[src/rtl/muldiv_controller.sv]
// muldiv_controller: iterative RV32M multiply/divide sequencer beside the Execute ALU.
// Shift-add multiply and restoring divide, one bit per cycle, stalling the front end.
module muldiv_controller #(
  parameter int XLEN = 32
) (
  input  logic            clk,
  input  logic            rst_n,
  input  logic            StartE,
  input  logic [2:0]      MulDivOpE,
  input  logic [XLEN-1:0] SrcAE,
  input  logic [XLEN-1:0] SrcBE,
  input  logic            FlushE,
  output logic            StallMD,
  output logic            DoneE,
  output logic [XLEN-1:0] MulDivResultE,
  output logic            BusyE
);
  localparam int CW = $clog2(XLEN) + 1;
  localparam logic [CW-1:0] LAST = CW'(XLEN - 1);
  typedef enum logic [1:0] {IDLE, CALC, DONE} state_t;
  state_t state, state_n;
  logic [CW-1:0] count;
  logic [2:0] op;
  logic neg_q, neg_r;
  logic [2*XLEN-1:0] acc, b;
  logic [XLEN-1:0] a, res;
  logic sa_in, sb_in, div0, ovf, special, accept, ge;
  logic [XLEN-1:0] mag_a, mag_b, spec_res, rem_nx, quo_nx, mul_res, div_res, res_calc;
  logic [XLEN:0] rem_sh, diff;
  logic [2*XLEN-1:0] acc_add, prod_s, acc_n, b_n;
  logic [XLEN-1:0] a_n;
  always_comb begin
    sa_in    = (MulDivOpE == 3'b001 || MulDivOpE == 3'b010 || MulDivOpE == 3'b100 || MulDivOpE == 3'b110) && SrcAE[XLEN-1];
    sb_in    = (MulDivOpE == 3'b001 || MulDivOpE == 3'b100 || MulDivOpE == 3'b110) && SrcBE[XLEN-1];
    mag_a    = sa_in ? -SrcAE : SrcAE;
    mag_b    = sb_in ? -SrcBE : SrcBE;
    div0     = MulDivOpE[2] && SrcBE == '0;
    ovf      = (MulDivOpE == 3'b100 || MulDivOpE == 3'b110) && SrcAE == {1'b1, {(XLEN-1){1'b0}}} && SrcBE == '1;
    special  = div0 || ovf;
    // div-by-zero: quotient all-ones, remainder = dividend; overflow: quotient = dividend, remainder 0
    spec_res = div0 ? (MulDivOpE[1] ? SrcAE : '1) : (MulDivOpE[1] ? '0 : SrcAE);
    accept   = state == IDLE && StartE && !FlushE;
    acc_add  = a[0] ? acc + b : acc;
    rem_sh   = {acc[XLEN-1:0], a[XLEN-1]};
    diff     = rem_sh - {1'b0, b[XLEN-1:0]};
    ge       = rem_sh >= {1'b0, b[XLEN-1:0]};
    rem_nx   = ge ? diff[XLEN-1:0] : rem_sh[XLEN-1:0];
    quo_nx   = {a[XLEN-2:0], ge};
    acc_n    = op[2] ? {{XLEN{1'b0}}, rem_nx} : acc_add;
    b_n      = op[2] ? b : b << 1;
    a_n      = op[2] ? quo_nx : a >> 1;
    prod_s   = neg_q ? -acc_add : acc_add;
    mul_res  = op[1:0] == 2'b00 ? prod_s[XLEN-1:0] : prod_s[2*XLEN-1:XLEN];
    div_res  = op[1] ? (neg_r ? -rem_nx : rem_nx) : (neg_q ? -quo_nx : quo_nx);
    res_calc = op[2] ? div_res : mul_res;
  end
  always_comb begin
    state_n = FlushE ? IDLE :
              state == IDLE ? (StartE ? (special ? DONE : CALC) : IDLE) :
              state == CALC ? (count == LAST ? DONE : CALC) : IDLE;
    StallMD = !FlushE && ((state == IDLE && StartE) || state == CALC);
    BusyE = state == CALC;
    DoneE = state == DONE && !FlushE;
    MulDivResultE = DoneE ? res : '0;
  end
  always_ff @(posedge clk or negedge rst_n) begin
    if (!rst_n) begin
      state <= IDLE;
      count <= '0;
      op    <= '0;
      neg_q <= 1'b0;
      neg_r <= 1'b0;
      acc   <= '0;
      b     <= '0;
      a     <= '0;
      res   <= '0;
    end else begin
      state <= state_n;
      if (accept) begin
        op    <= MulDivOpE;
        neg_q <= sa_in ^ sb_in;
        neg_r <= sa_in;
        count <= '0;
        acc   <= '0;
        a     <= mag_a;
        b     <= {{XLEN{1'b0}}, mag_b};
        res   <= spec_res;
      end else if (state == CALC) begin
        count <= count + 1'b1;
        acc   <= acc_n;
        a     <= a_n;
        b     <= b_n;
        if (count == LAST) res <= res_calc;
      end
    end
  end
endmodule
[config.mk]
export PLATFORM = sky130hd
export DESIGN_NAME = muldiv_controller
export DESIGN_NICKNAME = d
export VERILOG_FILES = /design/src/rtl/muldiv_controller.sv
export SDC_FILE = /design/constraint.sdc
export NUM_CORES = 1
export LEC_CHECK = 0
export CAP_MARGIN = 10
export CORE_ASPECT_RATIO = 2
export CORE_MARGIN = 2
export CORE_UTILIZATION = 42
export CTS_BUF_LIST = sky130_fd_sc_hd__clkbuf_2 sky130_fd_sc_hd__clkbuf_4 sky130_fd_sc_hd__clkbuf_8
export DETAILED_ROUTE_END_ITERATION = 8
export PLACE_DENSITY = 0.65
export SETUP_SLACK_MARGIN = 0.05
export SYNTH_ARGS = -nofsm -noshare
export SYNTH_HDL_FRONTEND = slang
export SYNTH_SLANG_ARGS = --single-unit
[constraint.sdc]
create_clock -name clk -period 11.2 [get_ports clk]
set_clock_uncertainty 0.15 [all_clocks]
set_input_delay 2.24 -clock clk [delete_from_list [all_inputs] [get_ports clk]]
set_output_delay 2.24 -clock clk [all_outputs]
set_load 0.03 [all_outputs]
==> results.ini <==
[critical_path]
start_kind = input port
cpMaxStageDelayCell = or4b_4
crit_chain = clkdlybuf4s50_1 -> or4b_4 -> o21ai_0 -> clkdlybuf4s50_1
critPathMaxStageDelay_ps = 930
crit_top_cell = clkdlybuf4s50_1
path_class = in2out
worstPathArrival_ps = 4570
cp.required_ps = 8810
critPathMaxFanout = 80
crit_path_end_kind = output port

[synthesis]
ys_top_cells_by_area = dfrtp_1 (22%), nand2_1 (7.2%), o21ai_0 (6.2%), ha_1 (5.5%), a21oi_1 (5.3%)
avgSynthCellArea_um2 = 7.301
synth_cell_types = 103
syn_area_mm2 = 0.02328
netlist.area_leader.share_pct = 22.03
ys_warn_count = 0
ys.flop_type = dfrtp_1
synth_edf_count = 0
yosysTopAreaCell = dfrtp_1
ys_seq_area_share_pct = 22.03
syn_inst = 3189
ys_ff_latch = 205
syn_nets = 3364
synthArstFlopShare_pct = 100.0
yosysMostFrequentCell = nand2_1
yosys-top-cells-count = nand2_1 (447), o21ai_0 (288), nor2_1 (277)

[sta]
max_freq_mhz = 143.6
min_period_ps = 6963
worst_slew_pin_slew_ps = 1425
setup_slack_ps = 4237
tns_ps = 0
relSlewSlack_pct = 3.975
fin_crit_sh_pct = 62.17
rsz0062_at_grt = no
slew_violations = 0
hold_viol = 0
finalSetupViolCount = 0

[placed_design]
place_ws_ps = 4239
dp_hpwl_um = 80580
numPortBuffers = 105
gp_congestion = 1.047
dpl_cell_area_mm2 = 0.02481

[global_routing]
grtUsageTotal_pct = 36.81
antenna_found_initial = 2
grt_pass1_vias = 24970
grt_max_degree = 153
grt_pass1_wl_um = 157900
overflow = 0

[drt]
routed_via_density = 6.561
drt_iter0_drc = 2175
wl_per_cell_um = 27.09
drt_first_pass_iters = 6
ant_nets = 0
drc = 0
vias = 25820
routed_wl_um = 106600

[pwr]
p_seq_share_pct = 17.9
powerDensity_mw_per_mm2 = 281.6
intPower_mw = 2.972
sw_frac_of_total_pct = 58.94
p_leak_nw = 10.11
switchingPower_mw = 4.267
irDropWorstVdd_mv = 0.1485
pwr-share-comb_pct = 69.7
clockPowerShare_pct = 12.4

[layout]
nets = 3338
n_fill_cell = 5657
drive_above_1_share_pct = 5.954
final_area_mm2 = 0.02570
area_growth_pct = 10.40

[clock_tree]
cts.repair.resized = 0
clk_pin_slew_ps = 60
cts-htree-levels = 2
cts_tree = done
worstSkewPairLatency_ps = 640
clk_path_buf_depth = 3
root_buffer = clkbuf_8
postCtsHoldBufs = 0
numCtsBuffers = 37
clkSinkCount = 205
postCtsSetupRepairBufs = 0

[die]
initial_core_util_pct = 42.25
die_w_um = 170.5
core_mm2 = 0.05511
num_rows = 122
io_pins = 106
dieArea_mm2 = 0.05745
die_h_um = 337.0

[status]
outcome = complete, no violations

[run]
maxCapViolCount = 0

[worst_hold_path]
hold_class = reg2reg

cell families (layout without fill, tap and decap cells):
| group | count (synthesis) | in the layout | synth area share, % |
|---|---|---|---|
| AND/OR/NAND/NOR | 1201 | 1201 | 24.70 |
| AO/OA/AOI/OAI | 1102 | 1102 | 31.21 |
| buffers and inverters | 289 | 291 | 4.847 |
| flip-flops | 205 | 205 | 22.03 |
| XOR/XNOR | 167 | 167 | 6.282 |
| adder cells (fa/ha/maj) | 122 | 122 | 6.427 |
| multiplexers | 103 | 103 | 4.498 |
| other | 0 | 1 | 0 |
routing by layer:
layer / global-route usage (%) / routed length [µm] / share of wire (%)
met4: 33.39 / 11840 / 11
met5: 0 / 11 / 0.010
met2: 64.29 / 52330 / 49
met1: 37.31 / 36240 / 34
met3: 5.893 / 6179 / 5.8
final cells by class:
type / count / area (µm²) / share of cell area (%)
multi-input cells: 2695 / 17100 / 66.54
flip-flops and latches: 205 / 5139 / 19.99
repair buffers: 143 / 1354 / 5.267
well taps: 744 / 930.9 / 3.622
clock buffers: 59 / 724.4 / 2.818
inverters: 81 / 306.5 / 1.193
clock inverters: 8 / 143.9 / 0.5598
diodes: 1 / 2.502 / 0.009736
registers in the layout (all words and copies together), names as in the netlist:
name,count
a,32
op,3
neg_r,1
state,2
b,64
res,32
acc,64
neg_q,1
count,6
power by group through the flow:
stage | clock [mW] | sequential [mW] | combinational (mW)
global placement | 0 | 1.29 | 4.77
CTS | 0.896 | 1.28 | 4.79
finish | 0.896 | 1.29 | 5.05
floorplan | 0 | 1.09 | 3.20
global route | 0.921 | 1.31 | 5.33
detailed placement | 0 | 1.29 | 4.77
stage by stage:
stage          util (%)  cells  hold slack, ps  total power [mW]
2_1_floorplan         -   3189           303.3             4.283
3_3_place_gp      45.03   3867           342.9             6.056
3_5_place_dp      45.03   3867           345.3             6.056
4_1_cts           46.61   3934           358.2             6.965
5_1_grt           46.64   3936           400.6             7.554
6_report          46.64   3936           359.4             7.239
placed cells by master, fill, tap and decap left out, drive strengths merged, types with 58 or more instances in the layout:
cell type	n
nand2	449
o21ai	297
nor2	278
a21oi	248
dfrtp	205
xnor2	108
clkdlybuf4s50	104
ha	102
mux2i	90
inv	79
a31oi	72
nand3	71
nor3	70
o211ai	67
a22o	60
clkbuf	60
xor2	59
nand4	58
critical path, delay by kind of cell:
family / cells / cell delay (ps)
buffers and inverters: 2 / 1200
AO/OA/AOI/OAI: 1 / 190
AND/OR/NAND/NOR: 1 / 930
path summary, 6_finish.rpt:
kind,startpoint,endpoint,slack (ps),cells after the start
setup reg to reg,acc[7],res[26],4630,16
hold / removal,acc[38],acc[38],360,2
min in group asynchronous,rst_n,b[26],1380,1
hold reg to reg,acc[38],acc[38],360,2
max in group asynchronous,rst_n,op[2],8180,2
setup / recovery,FlushE,StallMD,4240,4
Power figures use the tool's default switching activity.
